## config.mk

```make
export PLATFORM = sky130hd
export DESIGN_NAME = riscv_mc_controller
export DESIGN_NICKNAME = d
export VERILOG_FILES = /design/src/rtl/riscv_pkg.sv /design/src/rtl/riscv_alu_decoder.sv /design/src/rtl/riscv_mc_controller.sv
export SDC_FILE = /design/constraint.sdc
export NUM_CORES = 1
export LEC_CHECK = 0
export BUFFER_PORTS_ARGS = -buffer_cell sky130_fd_sc_hd__buf_2
export CAP_MARGIN = 20
export CORE_AREA = 3 3 53 55
export CTS_CLUSTER_DIAMETER = 40
export CTS_CLUSTER_SIZE = 28
export DETAILED_ROUTE_END_ITERATION = 16
export DIE_AREA = 0 0 56 58
export PLACE_DENSITY_LB_ADDON = 0.08
export SLEW_MARGIN = 15
export SYNTH_ARGS = -nofsm -noshare
export SYNTH_HDL_FRONTEND = slang
export SYNTH_SLANG_ARGS = --single-unit
export TNS_END_PERCENT = 10
```

## constraint.sdc

```tcl
create_clock -name clk -period 1.3 [get_ports clk]
set_input_delay 0.26 -clock clk [delete_from_list [all_inputs] [get_ports clk]]
set_output_delay 0.26 -clock clk [all_outputs]
set_load 0.05 [all_outputs]
```

## src/rtl/riscv_pkg.sv

```systemverilog
`default_nettype none
// ============================================================================
//  Module   : riscv_pkg
//  Brief    : Shared encodings for the multicycle RV32I core: FSM states,
//             opcodes, ALU/extender operations and datapath select values.
//  Revision : 1.0 - initial release
// ============================================================================
package riscv_pkg;

   typedef enum logic [3:0] {
      S_FETCH   = 4'd0,
      S_DECODE  = 4'd1,
      S_MEM_ADR = 4'd2,
      S_MEM_RD  = 4'd3,
      S_MEM_WB  = 4'd4,
      S_MEM_WR  = 4'd5,
      S_EXCT_R  = 4'd6,
      S_EXCT_I  = 4'd7,
      S_ALU_WB  = 4'd8,
      S_BQ      = 4'd9,
      S_JAL     = 4'd10,
      S_JALR1   = 4'd11,
      S_JALR2   = 4'd12,
      S_LUI     = 4'd13,
      S_AUIPC   = 4'd14
   } state_t;

   typedef enum logic [6:0] {
      OP_L     = 7'b0000011,
      OP_I     = 7'b0010011,
      OP_AUIPC = 7'b0010111,
      OP_S     = 7'b0100011,
      OP_R     = 7'b0110011,
      OP_LUI   = 7'b0110111,
      OP_B     = 7'b1100011,
      OP_JALR  = 7'b1100111,
      OP_JAL   = 7'b1101111
   } opcode_e;

   typedef enum logic [3:0] {
      ALU_ADD  = 4'd0,
      ALU_SUB  = 4'd1,
      ALU_SLL  = 4'd2,
      ALU_SLT  = 4'd3,
      ALU_SLTU = 4'd4,
      ALU_XOR  = 4'd5,
      ALU_SRL  = 4'd6,
      ALU_SRA  = 4'd7,
      ALU_OR   = 4'd8,
      ALU_AND  = 4'd9
   } alu_op_e;

   typedef enum logic [2:0] {
      EXT_I = 3'd0,
      EXT_S = 3'd1,
      EXT_B = 3'd2,
      EXT_U = 3'd3,
      EXT_J = 3'd4
   } ext_op_e;

   typedef enum logic [2:0] {
      BR_EQ  = 3'b000,
      BR_NE  = 3'b001,
      BR_LT  = 3'b100,
      BR_GE  = 3'b101,
      BR_LTU = 3'b110,
      BR_GEU = 3'b111
   } branch_op_e;

   typedef enum logic [2:0] {
      LD_B  = 3'b000,
      LD_H  = 3'b001,
      LD_W  = 3'b010,
      LD_BU = 3'b100,
      LD_HU = 3'b101
   } load_op_e;

   typedef enum logic [2:0] {
      ST_B = 3'b000,
      ST_H = 3'b001,
      ST_W = 3'b010
   } store_op_e;

   typedef enum logic [0:0] {
      IR_HOLD = 1'b0,
      IR_LOAD = 1'b1
   } ir_op_e;

   localparam logic [1:0] SRCA_PC    = 2'b00;
   localparam logic [1:0] SRCA_OLDPC = 2'b01;
   localparam logic [1:0] SRCA_A     = 2'b10;
   localparam logic [1:0] SRCA_ZERO  = 2'b11;

   localparam logic [1:0] SRCB_B     = 2'b00;
   localparam logic [1:0] SRCB_IMM   = 2'b01;
   localparam logic [1:0] SRCB_FOUR  = 2'b10;

   localparam logic [1:0] RES_ALUOUT = 2'b00;
   localparam logic [1:0] RES_DATA   = 2'b01;
   localparam logic [1:0] RES_ALU    = 2'b10;

   localparam logic       ADR_PC     = 1'b0;
   localparam logic       ADR_ALUOUT = 1'b1;

endpackage
`default_nettype wire

```

## src/rtl/riscv_alu_decoder.sv

```systemverilog
`default_nettype none
// ============================================================================
//  Module   : riscv_alu_decoder
//  Brief    : Maps opcode/funct3/funct7[5] of R- and I-type instructions to
//             an ALU operation; every other opcode yields ADD.
//  Revision : 1.0 - initial release
// ============================================================================
module riscv_alu_decoder
   import riscv_pkg::*;
(
   input  logic [6:0] opcode_i,
   input  logic [2:0] funct3_i,
   input  logic       funct7b5_i,
   output logic [3:0] alu_op_o
);

   logic is_r;
   logic is_i;

   always_comb begin
      is_r     = (opcode_i == OP_R);
      is_i     = (opcode_i == OP_I);
      alu_op_o = ALU_ADD;
      if (is_r || is_i) begin
         case (funct3_i)
            // ADDI has no subtract form, so bit 30 only matters for R-type.
            3'b000:  alu_op_o = (is_r && funct7b5_i) ? ALU_SUB : ALU_ADD;
            3'b001:  alu_op_o = ALU_SLL;
            3'b010:  alu_op_o = ALU_SLT;
            3'b011:  alu_op_o = ALU_SLTU;
            3'b100:  alu_op_o = ALU_XOR;
            3'b101:  alu_op_o = funct7b5_i ? ALU_SRA : ALU_SRL;
            3'b110:  alu_op_o = ALU_OR;
            default: alu_op_o = ALU_AND;
         endcase
      end
   end

endmodule
`default_nettype wire

```

## src/rtl/riscv_mc_controller.sv

```systemverilog
`default_nettype none
// ============================================================================
//  Module   : riscv_mc_controller
//  Brief    : Main control FSM of the multicycle RV32I core.
//  Revision : 1.0 - initial release
// ============================================================================
module riscv_mc_controller
   import riscv_pkg::*;
(
   input  logic       clk,
   input  logic       rst,
   input  logic [6:0] opcode,
   input  logic [2:0] funct3,
   input  logic       funct7b5,
   input  logic       zero,
   input  logic       lt,
   input  logic       ltu,
   input  logic       mem_ready,
   output logic       pc_write,
   output logic       ir_write,
   output logic       adr_src,
   output logic       mem_write,
   output logic       mem_req,
   output logic       reg_write,
   output logic [1:0] alu_src_a,
   output logic [1:0] alu_src_b,
   output logic [1:0] result_src,
   output logic [2:0] imm_src,
   output logic [3:0] alu_ctrl,
   output logic       jalr_mask,
   output logic       illegal_instr,
   output logic       instr_done,
   output logic [3:0] state_o
);

   state_t     state_q;
   state_t     state_d;
   logic [3:0] dec_alu_op;
   logic       ls_bad_width;

   riscv_alu_decoder u_alu_dec (
      .opcode_i   (opcode),
      .funct3_i   (funct3),
      .funct7b5_i (funct7b5),
      .alu_op_o   (dec_alu_op)
   );

   always_ff @(posedge clk) begin
      if (rst) state_q <= S_FETCH;
      else     state_q <= state_d;
   end

   assign state_o = state_q;

   always_comb begin
      ls_bad_width = (opcode == OP_L) ? (funct3 == 3'b011 || funct3[2:1] == 2'b11)
                                      : (funct3 > 3'b010);
   end

   always_comb begin
      pc_write      = 1'b0;
      ir_write      = 1'b0;
      adr_src       = ADR_PC;
      mem_write     = 1'b0;
      mem_req       = 1'b0;
      reg_write     = 1'b0;
      alu_src_a     = SRCA_PC;
      alu_src_b     = SRCB_B;
      result_src    = RES_ALUOUT;
      imm_src       = EXT_I;
      alu_ctrl      = ALU_ADD;
      jalr_mask     = 1'b0;
      illegal_instr = 1'b0;
      instr_done    = 1'b0;
      state_d       = state_q;

      if (!rst) begin
         case (state_q)
            S_FETCH: begin
               mem_req    = 1'b1;
               alu_src_b  = SRCB_FOUR;
               result_src = RES_ALU;
               ir_write   = mem_ready;
               pc_write   = mem_ready;
               if (mem_ready) state_d = S_DECODE;
            end
            S_DECODE: begin
               // ALUOut captures oldPC + imm, the branch/JAL target.
               alu_src_a = SRCA_OLDPC;
               alu_src_b = SRCB_IMM;
               case (opcode)
                  OP_L:     state_d = S_MEM_ADR;
                  OP_S:     begin imm_src = EXT_S; state_d = S_MEM_ADR; end
                  OP_R:     state_d = S_EXCT_R;
                  OP_I:     state_d = S_EXCT_I;
                  OP_B:     begin imm_src = EXT_B; state_d = S_BQ; end
                  OP_JAL:   begin imm_src = EXT_J; state_d = S_JAL; end
                  OP_JALR:  state_d = S_JALR1;
                  OP_LUI:   begin imm_src = EXT_U; state_d = S_LUI; end
                  OP_AUIPC: begin imm_src = EXT_U; state_d = S_AUIPC; end
                  default:  begin illegal_instr = 1'b1; state_d = S_FETCH; end
               endcase
            end
            S_MEM_ADR: begin
               alu_src_a = SRCA_A;
               alu_src_b = SRCB_IMM;
               if (ls_bad_width) begin
                  illegal_instr = 1'b1;
                  state_d       = S_FETCH;
               end else begin
                  state_d = (opcode == OP_L) ? S_MEM_RD : S_MEM_WR;
               end
            end
            S_MEM_RD: begin
               adr_src = ADR_ALUOUT;
               mem_req = 1'b1;
               if (mem_ready) state_d = S_MEM_WB;
            end
            S_MEM_WB: begin
               result_src = RES_DATA;
               reg_write  = 1'b1;
               instr_done = 1'b1;
               state_d    = S_FETCH;
            end
            S_MEM_WR: begin
               adr_src    = ADR_ALUOUT;
               mem_req    = 1'b1;
               mem_write  = 1'b1;
               instr_done = mem_ready;
               if (mem_ready) state_d = S_FETCH;
            end
            S_EXCT_R: begin
               alu_src_a = SRCA_A;
               alu_ctrl  = dec_alu_op;
               state_d   = S_ALU_WB;
            end
            S_EXCT_I: begin
               alu_src_a = SRCA_A;
               alu_src_b = SRCB_IMM;
               alu_ctrl  = dec_alu_op;
               state_d   = S_ALU_WB;
            end
            S_ALU_WB: begin
               reg_write  = 1'b1;
               instr_done = 1'b1;
               state_d    = S_FETCH;
            end
            S_BQ: begin
               alu_src_a  = SRCA_A;
               alu_ctrl   = ALU_SUB;
               instr_done = 1'b1;
               state_d    = S_FETCH;
               case (funct3)
                  BR_EQ:   pc_write = zero;
                  BR_NE:   pc_write = !zero;
                  BR_LT:   pc_write = lt;
                  BR_GE:   pc_write = !lt;
                  BR_LTU:  pc_write = ltu;
                  BR_GEU:  pc_write = !ltu;
                  default: illegal_instr = 1'b1;
               endcase
            end
            S_JAL: begin
               // PC loads the target held in ALUOut while the ALU forms the link.
               alu_src_a = SRCA_OLDPC;
               alu_src_b = SRCB_FOUR;
               pc_write  = 1'b1;
               state_d   = S_ALU_WB;
            end
            S_JALR1: begin
               alu_src_a = SRCA_A;
               alu_src_b = SRCB_IMM;
               state_d   = S_JALR2;
            end
            S_JALR2: begin
               alu_src_a = SRCA_OLDPC;
               alu_src_b = SRCB_FOUR;
               pc_write  = 1'b1;
               jalr_mask = 1'b1;
               state_d   = S_ALU_WB;
            end
            S_LUI: begin
               alu_src_a = SRCA_ZERO;
               alu_src_b = SRCB_IMM;
               imm_src   = EXT_U;
               state_d   = S_ALU_WB;
            end
            S_AUIPC: begin
               alu_src_a = SRCA_OLDPC;
               alu_src_b = SRCB_IMM;
               imm_src   = EXT_U;
               state_d   = S_ALU_WB;
            end
            default: state_d = S_FETCH;
         endcase
      end
   end

endmodule
`default_nettype wire

```

# Yosys cells after proc, flatten, opt, wreduce, memory -nomap -nowiden
# Cells that the tools add are included.
# totals
output_inout_bits	26
word_cells	106
in_bits	17
regBits	4
# op_classes
n_mux	45
order_cmp	1
n_eq_ne	34
n_reduce_logical	25
# op_table
cell	n
4-bit one-hot mux with 7 select lines	2
4-bit one-hot mux with 8 select lines	1
4-bit == test, second input constant	7
7-bit by 6-bit == test with 1-bit output, second input constant	3
7-bit == test, second input constant	3
1-bit 2-to-1 mux	21
4-bit 2-to-1 mux	5
6-bit OR reduction	3
4-bit by 3-bit == test with 1-bit output, second input constant	4
7-bit by 5-bit == test with 1-bit output, second input constant	2
2-bit OR reduction	7
3-bit == test, second input constant	4
3-bit one-hot mux with 4 select lines	1
3-bit 2-to-1 mux	3
3-bit OR reduction	3
9-bit OR reduction	1
4-bit by 2-bit == test with 1-bit output, second input constant	2
2-bit one-hot mux with 2 select lines	2
4-bit one-hot mux with 2 select lines	1
7-bit by 2-bit == test with 1-bit output, second input constant	1
3-bit by 2-bit == test with 1-bit output, second input constant	2
2-bit 2-to-1 mux	3
2-bit inequality test, second input constant	3
1-bit one-hot mux with 3 select lines	2
other kinds (16)	19

# Logic depth before layout (Yosys ltp)
# Gate-level depths: netlist (run 1).
# logic_depth
word_depth	7
ltp_mapped	6
ltp_nobuf	4

# Hierarchy
# A second synthesis (run 1) with hierarchy kept.
# hier_totals
cells_unflattened	168
area_unflattened_um2	1201.2
# by_module_without_submodules
mod	seq_area_each_um2	area_each_um2	cells_per_inst	n_inst
riscv_mc_controller	80.1	1092.3	152	1
riscv_alu_decoder	0.0	108.9	16	1

# Worst setup path after synthesis (run 1)
# No wires, ideal clock.
# synth_timing
path_kind	register to output
from	reg state_q[2] (netlist: state_o[2])
to	out alu_ctrl[0]
required_ps	1040
stages_incl_launch_ff	7
n_path_buf	2
slack_ps	-1490
arrival_time_ps	2530
cell_sequence	dfxtp_1 -> buf_6 -> nand2b_4 -> buf_6 -> nor3_2 -> nand4_2 -> o31ai_1
# synth_between
elab_chain_len	4
word_cells_on_any_way	6
cone_classes	eq/ne: 3; mux: 2; reduce/logical: 1
# synth_rtl
element	line_no	rtl
from (decl)	riscv_mc_controller.sv:36	state_t state_q;
from (signal assigned)	riscv_mc_controller.sv:50	else state_q <= state_d;
4-bit by 3-bit == test with 1-bit output	riscv_mc_controller.sv:78	case (state_q)
2-bit OR reduction (no source line)	n/a	
4-bit one-hot mux with 2 select lines *	riscv_mc_controller.sv:78	
4-bit 2-to-1 mux *	riscv_mc_controller.sv:77	if (!rst) begin
to (decl)	riscv_mc_controller.sv:29	output logic [3:0] alu_ctrl,
# Every way passes the cells marked *; elsewhere a longest branch is shown, timed or not.

# Worst setup path after layout (run 1)
# layout_timing
from	reg state_q[3] (netlist: state_o[3])
to	out illegal_instr
# layout_between
elab_chain_len	3
word_cells_on_any_way	5
cone_classes	eq/ne: 3; mux: 2
# layout_rtl
element	line_no	rtl
4-bit == test, or another cell as far along	riscv_mc_controller.sv:78	
1-bit one-hot mux with 3 select lines *	riscv_mc_controller.sv:78	
1-bit 2-to-1 mux *	riscv_mc_controller.sv:77	
to (decl)	riscv_mc_controller.sv:31	output logic illegal_instr,
# Marks and branches as above.

==> parameters.txt, run 1 <==
Parameter                              Value

Status
  Status    complete, but fails checks
  Failing checks    setup timing

Timing
  Finish-stage setup viols    26
  Minimum clock period    between 1.5 and 2 ns
  Final hold slack    about 0.47 ns
  RSZ-0062 raised after global routing    yes
  Fin worst setup slack    -0.639 ns
  Maximum achievable frequency    516 MHz
  Final critical-path share of the clock period    1.49
  Max-slew headroom    0.730
  Clock Skew    between 0.005 and 0.006 ns
  Final hold vios    0
  Measured slew at the worst slew-check pin    between 0.4 and 0.5 ns
  Slew Limit Fails    0

Floorplanning
  Die footprint    ~3200 um2
  Boundary Pins    between 40 and 50
  Die height    just under 60 um
  Area of the core    roughly 2400 um2
  Starting Density    0.417
  Number of standard-cell rows in the floorplan    18
  Die Wd    approximately 56 um

Setup path
  Required @ worst endpoint    roughly 1.0 ns
  WP data arrival    ~1.7 ns
  Critical Path Fanout Max    8
  Worst setup path class    reg2out
  Element type at the critical path end    primary output
  Worst setup SP type    flip-flop

Placement
  Sum of net half-perimeters after detailed placement    roughly 3000 um
  Port-buffer cells    42
  Placer's final routability congestion estimate    about 0.87

Synthesis
  Synthesized net count    ~170
  Combinational family with the most area after synthesis    simple AND/OR/NAND/NOR gates
  Cell area after technology mapping    about 1000 um2
  Post-synthesis mux area share    0.0197
  Synthesized flop and latch total    4
  Synthesized instance count    150
  Share of synthesized cell area in and, or, nand and nor gates    0.455
  Area fraction in compound gates after synthesis    0.295
  Xor/xnor share of the synthesized area    0.0419
  Area share of fa/ha/maj cells after synthesis    0
  Post-synth ARST share    0
  Mean instance size in the synthesized netlist    roughly 6.8 um2
  Unique masters post-synth    51
  Most instantiated flip-flop cell in the synthesis netlist    sky130_fd_sc_hd__dfxtp_1
  Number of enable-type register cells in the synthesized netlist    0
  Yosys warns    0
  Sequential cell area fraction in the yosys report    0.0789

Drt
  Router iterations before antenna repair    4
  Average via count per standard cell    between 5 and 6
  Average wire per standard cell    between 15 and 20 um
  Violation count after the first detailed-route iteration    69
  Drt drc    0
  Via total after detailed routing    approximately 1.6k
  Final ANT Viol Nets    0
  Drt total wl    around 4600 um

Power and ir drop
  PnR Total Power    0.751 mW
  Clock Power Share    0.223
  Total power density per cell area    355 nW/um2
  Combinational fraction of design power    0.608
  Sequential group share of total power    0.170
  IR Drop Worst-Case VDD    between 0.0002 and 0.0003 V
  Leak pwr    0.897 nW
  Cell internal power dissipation    about 0.44 mW
  Switching power    between 0.3 and 0.4 mW
  Net Sw Frac    0.420

GRT
  Antenna violations before repair    0
  First-pass GRT wire length    about 7000 um
  GRT overflow    0
  Gr usage total    0.262
  Maximum number of pins on one net before global-route repair    14
  Number of global-route vias before repair    between 1.5k and 2k

Finish
  Flip-flop count of the largest register, all copies and words added    4
  Share of post-route cells with drive strength above 1    0.658
  Area growth from synthesis to layout    109%
  Number of antenna cells inserted    0
  Number of nets in the final layout    262

Clock tree
  Clock buffers created by TritonCTS    3
  CTS max path bufs    2
  Clk_lat worst skew    about 0.25 ns
  H-Tree Level Count    1
  TritonCTS clock tree    built
  Clock Sink Count    4
  Clock transition at the registers of the reported paths    0.04 ns
  Root buf cell    sky130_fd_sc_hd__clkbuf_4

Job
  Max-cap violation count    0

Min path
  Type of the most critical hold path    in2reg
[critical path, stage by stage, from the launching register on]
cell and delay [ns]:
sky130_fd_sc_hd__dfxtp_4 0.39, sky130_fd_sc_hd__nor4b_4 0.34, sky130_fd_sc_hd__nand2b_1 0.14, sky130_fd_sc_hd__a211o_1 0.28, sky130_fd_sc_hd__o311ai_4 0.09, sky130_fd_sc_hd__buf_6 0.20
[repair_timing]
item / in CTS / in global routing
hold buffers: 0 / 0
pin swaps: 4 / 11
gates resized for setup: 58 / 21
buffers inserted: 5 / 4
setup endpoints to repair: 27 / 28
[layout by cell type (no fill, tap or decap), types with 3 or more instances in the layout]
master / count
sky130_fd_sc_hd__nand2_1: 11
sky130_fd_sc_hd__buf_2: 17
sky130_fd_sc_hd__clkbuf_4: 3
sky130_fd_sc_hd__a211o_1: 3
sky130_fd_sc_hd__buf_6: 23
sky130_fd_sc_hd__a21oi_2: 4
sky130_fd_sc_hd__nor3_4: 3
sky130_fd_sc_hd__nor3_2: 3
sky130_fd_sc_hd__nand2b_1: 7
sky130_fd_sc_hd__nor2_1: 6
sky130_fd_sc_hd__nand3_1: 3
sky130_fd_sc_hd__buf_8: 4
sky130_fd_sc_hd__buf_4: 61
sky130_fd_sc_hd__a21oi_1: 5
sky130_fd_sc_hd__nor2_2: 8
sky130_fd_sc_hd__dfxtp_4: 4
sky130_fd_sc_hd__nor2b_1: 4
sky130_fd_sc_hd__nor3_1: 7
sky130_fd_sc_hd__a21oi_4: 3
sky130_fd_sc_hd__o21ai_0: 7
[layer usage]
layer | GRT usage | routed length (um) | up-vias
met5 | 0 | 0 | -
met4 | 0.102 | 111 | 0
met3 | 0.0156 | 186 | 16
met2 | 0.521 | 2440 | 67
met1 | 0.288 | 1850 | 748
li1 | - | - | 735
[synth_stat cells (all sizes together), types with 3 or more instances]
cell type   n  share of area
nor2       16          0.059
nor3       13          0.069
a21oi      12          0.063
nand2      12          0.044
buf        10          0.076
o21ai      10          0.049
nand2b      8          0.057
clkbuf      7          0.026
nor2b       5          0.031
dfxtp       4          0.079
nand3       4          0.020
a211o       3          0.026
nor3b       3          0.022
or2         3          0.018
[stage by stage]
| step | setup WS [ns] | utilization | instance area, um2 | TNS [ns] | cells |
|---|---|---|---|---|---|
| final | -0.639 | 0.871 | 2120 | -11.71 | 273 |
| after global routing | -0.654 | 0.871 | 2120 | -12.73 | 273 |
| after CTS | -0.608 | 0.822 | 2000 | -10.50 | 269 |
| after detailed placement | -0.495 | 0.721 | 1750 | -7.41 | 261 |
| after global placement | -0.470 | 0.721 | 1750 | -6.96 | 261 |
| after floorplan | -0.602 | - | 1160 | -10.65 | 150 |
[worst paths after layout]
path | from | to | slack, ns | depth (start not counted)
setup reg to reg | state_o[3] | state_o[0] | -0.37 | 6
setup / recovery | state_o[3] | illegal_instr | -0.64 | 5
hold / removal | opcode[3] | state_o[1] | 0.47 | 4
hold reg to reg | state_o[3] | state_o[2] | 0.71 | 3
[power by group through the flow]
stage          registers [mW]  clock network [mW]  logic [mW]
4_1_cts                 0.127               0.162       0.438
3_5_place_dp            0.129                   0       0.404
2_1_floorplan           0.132                   0       0.226
5_1_grt                 0.128               0.168       0.483
6_report                0.127               0.167       0.457
3_3_place_gp            0.129                   0       0.396
[area by class of cell]
class / count / area [um2]
Tap cell: 30 / 37.5
Fill cell: 126 / 313
Sequential cell: 4 / 95.1
Timing Repair Buffer: 107 / 902
Clock buffer: 3 / 22.5
Multi-Input combinational cell: 127 / 1050
Inverter: 2 / 7.51
[cells by family (layout without fill, tap and decap cells)]
group	count (synthesis)	count (layout)
AO/OA/AOI/OAI	43	43
AND/OR/NAND/NOR	78	78
buffers and inverters	19	112
flip-flops	4	4
multiplexers	2	2
XOR/XNOR	4	4
Note: power is estimated with default switching activity, not from simulation.
==> inputs of run 2 (changes only) <==
- clock period: 1.3 -> 1.65 ns (I/O delays scaled with it)
==> run 2 against run 1 <==
Die area did not move. Via count fell by 2.8%. The flow still finishes with violations (setup timing). Worst setup slack improved by 0.28 ns. Critical path type unchanged. Critical path depth did not move. Largest power group unchanged. Critical endpoint unchanged. Clock-buffer cell count did not move. Global-route usage fell by 0.51 points.
==> parameters.txt, run 2 (synthesized netlist as in run 1, its figures left out) <==
Parameter                              Value

Min path
  Origin of the worst min-delay path    opcode[1]
  Endpoint, Worst Hold    state_o[1]
  Worst Hold Depth    4
  Type of the most critical hold path    in2reg

Clock tree
  Clk_lat worst skew    roughly 0.25 ns
  CTS max path bufs    2
  Clock Sink Count    4
  Clock transition at the registers of the reported paths    around 0.040 ns
  Root buf cell    sky130_fd_sc_hd__clkbuf_4
  TritonCTS clock tree    built
  H-Tree Level Count    1
  Clock buffers created by TritonCTS    3

Timing
  Minimum clock period    about 2 ns
  RSZ-0062 raised after global routing    yes
  Measured slew at the worst slew-check pin    0.426 ns
  Final critical-path share of the clock period    1.22
  Maximum achievable frequency    roughly 500 MHz
  Final hold vios    0
  Slew Limit Fails    0
  Max-slew headroom    0.714
  Clock Skew    0.00902 ns
  Fin worst setup slack    -0.360 ns
  TNS Setup    -4.71 ns
  Final hold slack    0.497 ns
  Finish-stage setup viols    21

Floorplanning
  Number of standard-cell rows in the floorplan    18
  Die footprint    3250 um2
  Die height    about 58 um
  Die Wd    between 50 and 60 um
  Area of the core    between 2000 and 2500 um2
  Boundary Pins    43
  Starting Density    0.417

Placement
  Cell area after placement    around 1700 um2
  Port-buffer cells    42
  Sum of net half-perimeters after detailed placement    2930 um
  Number of cells after detailed placement    ~260
  Setup Slack @ Placement    -0.238 ns
  Placer's final routability congestion estimate    ~0.85

Setup path
  Worst setup SP type    flip-flop
  WP data arrival    1.68 ns
  R2r endpoint    state_o[1]
  Worst setup path class    reg2out
  Setup slack of the worst register-to-register path    0.05 ns
  Critical Path Fanout Max    8
  Required @ worst endpoint    between 1 and 1.5 ns
  Worst-case reg-to-reg path depth    5
  Launch instance of the worst register-to-register path    state_o[3]
  Element type at the critical path end    primary output

Finish
  Total of fill cells in the finished design    150
  Final Instance Area    2060 um2
  Share of post-route cells with drive strength above 1    0.643
  Most frequent cells in the layout    sky130_fd_sc_hd__buf_4, sky130_fd_sc_hd__buf_6, sky130_fd_sc_hd__buf_2
  Utilization of the core after routing    0.846
  Area growth from synthesis to layout    103%
  Most frequent standard cell in the layout excluding fill and tap cells    sky130_fd_sc_hd__buf_4
  Number of antenna cells inserted    0
  Number of nets in the final layout    ~260
  Flip-flop count of the largest register, all copies and words added    4
  Final instance count without filler cells    between 200 and 300

Drt
  Average wire per standard cell    about 16 um
  Drt drc    0
  Via total after detailed routing    ~1.5k
  Violation count after the first detailed-route iteration    80
  Router iterations before antenna repair    8
  Drt total wl    about 4200 um
  Average via count per standard cell    5.68
  Final ANT Viol Nets    0

Power and ir drop
  Leak pwr    0.871 nW
  PnR Total Power    0.572 mW
  Total power density per cell area    roughly 280 nW/um2
  IR Drop Worst-Case VDD    between 0.0002 and 0.0003 V

GRT
  GRT overflow    0
  Number of global-route vias before repair    1498
  Antenna violations before repair    0
  Maximum number of pins on one net before global-route repair    12
  Gr usage total    0.257
  First-pass GRT wire length    around 6700 um

Status
  Status    complete, but fails checks
  Failing checks    setup timing

Job
  Max-cap violation count    0
-- run 2: metal layers --
layer  global-route usage  wire length, um
met3               0.0245              174
met4               0.0814               46
met2                0.477             2210
met1                0.311             1730
met5                    0                0
-- run 2: final cells by class --
| type | instances | area [um2] | share of cell area |
|---|---|---|---|
| Inverter | 2 | 7.51 | 0.00365 |
| Clock buffer | 3 | 22.5 | 0.0109 |
| Sequential cell | 4 | 95.1 | 0.0462 |
| Multi-Input combinational cell | 127 | 1050 | 0.511 |
| Tap cell | 30 | 37.5 | 0.0182 |
| Timing Repair Buffer | 102 | 843 | 0.410 |
-- run 2: report_power, final --
group | switching [mW] | internal [mW]
Sequential | 0.00486 | 0.0942
Clock | 0.0464 | 0.0817
Combinational | 0.190 | 0.154
-- run 2: critical path, cell delays in order, from the launching register on --
cell                       delay (ns)
sky130_fd_sc_hd__dfxtp_4         0.39
sky130_fd_sc_hd__nor4b_4         0.33
sky130_fd_sc_hd__nand2b_1        0.13
sky130_fd_sc_hd__a211o_1         0.29
sky130_fd_sc_hd__o311ai_4        0.08
sky130_fd_sc_hd__buf_6           0.20
-- run 2: repair_timing --
| action | 4_1_cts | 5_1_grt |
|---|---|---|
| hold buffers | 0 | 0 |
| endpoints found under the setup margin | 22 | 25 |
| pin swaps | 8 | 10 |
| hold endpoints to repair | 0 | 0 |
| setup buffers | 3 | 0 |
| gates resized for setup | 56 | 20 |
-- run 2: worst max-delay path by stage --
| stage | slack (ns) | from | to |
|---|---|---|---|
| floorplan | -0.32 | state_o[3] | alu_ctrl[2] |
| global placement | -0.19 | opcode[3] | alu_ctrl[0] |
| detailed placement | -0.24 | opcode[3] | alu_ctrl[0] |
| CTS | -0.32 | state_o[3] | pc_write |
| global route | -0.40 | state_o[2] | illegal_instr |
| finish | -0.36 | state_o[3] | illegal_instr |
==> inputs of run 3 (changes only) <==
==> constraint.sdc (replaced) <==
create_clock -name clk -period 1.65 [get_ports clk]
set_input_delay 0.2475 -clock clk [delete_from_list [all_inputs] [get_ports clk]]
set_output_delay 0.2475 -clock clk [all_outputs]
set_load 0.05 [all_outputs]
==> run 3 against run 2 <==
The flow still finishes with violations (setup timing). Via count decreased by 6.8%. Sequential power about the same. Core utilization decreased by 6.4 points. Wire length decreased by 7.4%. Non-clock buffer count decreased by 17. Critical endpoint unchanged. Design area decreased by 7.5%. Clock skew decreased by 0.0089 ns. Sequential cell count unchanged. Worst setup slack improved by 0.12 ns. Clock power decreased by 6%.
==> parameters.txt, run 3 (synthesized netlist as in run 1, its figures left out) <==
Parameter                              Value

Status
  Status    complete, but fails checks
  Failing checks    setup timing

Clock tree
  Clock buffers created by TritonCTS    3
  TritonCTS clock tree    built
  Root buf cell    sky130_fd_sc_hd__clkbuf_4
  Clk_lat worst skew    ~0.23 ns
  H-Tree Level Count    1
  CTS max path bufs    2
  CTS Hold Bufs    0
  Clock transition at the registers of the reported paths    around 0.04 ns
  Clock Sink Count    4

Finish
  Share of post-route cells with drive strength above 1    0.602
  Most frequent standard cell in the layout excluding fill and tap cells    sky130_fd_sc_hd__buf_4
  Total of fill cells in the finished design    roughly 160
  Final instance count without filler cells    251
  Flip-flop count of the largest register, all copies and words added    4
  Area growth from synthesis to layout    87.4%
  Number of antenna cells inserted    0
  Number of nets in the final layout    240
  Most frequent cells in the layout    sky130_fd_sc_hd__buf_4, sky130_fd_sc_hd__buf_2, sky130_fd_sc_hd__buf_6

Min path
  Type of the most critical hold path    in2reg
  Worst Hold Depth    4
  Origin of the worst min-delay path    opcode[1]

Timing
  Fin worst setup slack    -0.241 ns
  Final critical-path share of the clock period    1.15
  Finish-stage setup viols    19
  Clock Skew    0.0000842 ns
  Max-slew headroom    0.733
  Final hold vios    0
  Slew Limit Fails    0
  Maximum achievable frequency    529 MHz
  Minimum clock period    between 1.5 and 2 ns
  TNS Setup    -2.00 ns
  RSZ-0062 raised after global routing    yes
  Measured slew at the worst slew-check pin    0.398 ns

Floorplanning
  Number of standard-cell rows in the floorplan    18
  Area of the core    between 2000 and 2500 um2
  Boundary Pins    between 40 and 50
  Starting Density    0.417
  Die footprint    about 3200 um2
  Die height    between 50 and 60 um
  Die Wd    between 50 and 60 um

Setup path
  Critical Path Fanout Max    13
  Worst setup SP type    flip-flop
  Element type at the critical path end    primary output
  Worst setup path class    reg2out
  WP data arrival    1.64 ns
  Required @ worst endpoint    approximately 1.4 ns
  Launch instance of the worst register-to-register path    state_o[2]
  Critical Path Source    state_o[1]
  Worst-case reg-to-reg path depth    6

Placement
  Setup Slack @ Placement    -0.0973 ns
  Sum of net half-perimeters after detailed placement    between 2000 and 3000 um
  Port-buffer cells    42
  Number of cells after detailed placement    between 200 and 250
  Placer's final routability congestion estimate    approximately 0.86

Power and ir drop
  PnR Total Power    between 0.5 and 0.6 mW
  Total power density per cell area    approximately 290 nW/um2
  IR Drop Worst-Case VDD    ~0.00025 V
  Leak pwr    0.776 nW

Drt
  Top Metal Used    met4
  Metal1 wirelength    around 1600 um
  Average wire per standard cell    around 15 um
  Via total after detailed routing    1418
  Drt drc    0
  Final ANT Viol Nets    0
  Violation count after the first detailed-route iteration    48
  Detail Route met2 WL    between 2000 and 2500 um
  Drt total wl    3860 um
  Average via count per standard cell    around 5.6
  Router iterations before antenna repair    4
  Total length of routed met3 wires    approximately 120 um

GRT
  Number of global-route vias before repair    1367
  Maximum number of pins on one net before global-route repair    15
  GRT overflow    0
  Antenna violations before repair    0
  Gr usage total    0.227
  First-pass GRT wire length    6090 um

Job
  Max-cap violation count    0
==> run 3: cell types whose count changed in the layout (fill, tap and decap cells not counted), sizes merged <==
cell / before / now
buf: 102 / 85
==> run 3: stage by stage <==
step                      area, um2   util  hold WS [ns]
after CTS                      1810  0.744         0.392
after floorplan                1160      -         0.493
final                          1900  0.782         0.391
after global routing           1900  0.782         0.428
after global placement         1620  0.665         0.630
after detailed placement       1620  0.665         0.630
==> run 3: layout make-up <==
class                   count  area [um2]  area share
multi-input cells         127        1040       0.545
repair buffers             85         703       0.370
flip-flops and latches      4        95.1      0.0500
well taps                  30        37.5      0.0197
clock buffers               3        22.5      0.0118
inverters                   2        7.51     0.00395
==> run 3: per-layer routing <==
layer  track usage  vias to the layer above
met5             0                        -
met4        0.0746                        0
met3       0.00668                        8
met2         0.439                       44
met1         0.270                      676
li1              -                      690
==> run 3: report_power, final <==
group / internal [mW] / total, mW / switching [mW]
combinational: 0.141 / 0.324 / 0.183
clock: 0.0813 / 0.120 / 0.0391
sequential: 0.0943 / 0.100 / 0.00567
==> run 3: critical path: stages, from the launching register on <==
cell                       delay (ns)
sky130_fd_sc_hd__dfxtp_4         0.40
sky130_fd_sc_hd__nor2_1          0.18
sky130_fd_sc_hd__nand2_1         0.09
sky130_fd_sc_hd__or2_4           0.26
sky130_fd_sc_hd__o311ai_4        0.29
sky130_fd_sc_hd__buf_6           0.19
==> run 3: worst paths after layout <==
check	end	slack (ns)
max	illegal_instr	-0.24
min reg2reg	state_o[2]	0.71
max reg2reg	state_o[0]	0.10
min	state_o[1]	0.39
==> run 3: repair_timing <==
action                                  4_1_cts  5_1_grt
pin swaps                                     2        4
gates cloned                                  0        0
setup buffers                                 0        5
endpoints found under the setup margin       20       22
hold endpoints to repair                      0        0
gates resized for setup                      47       20
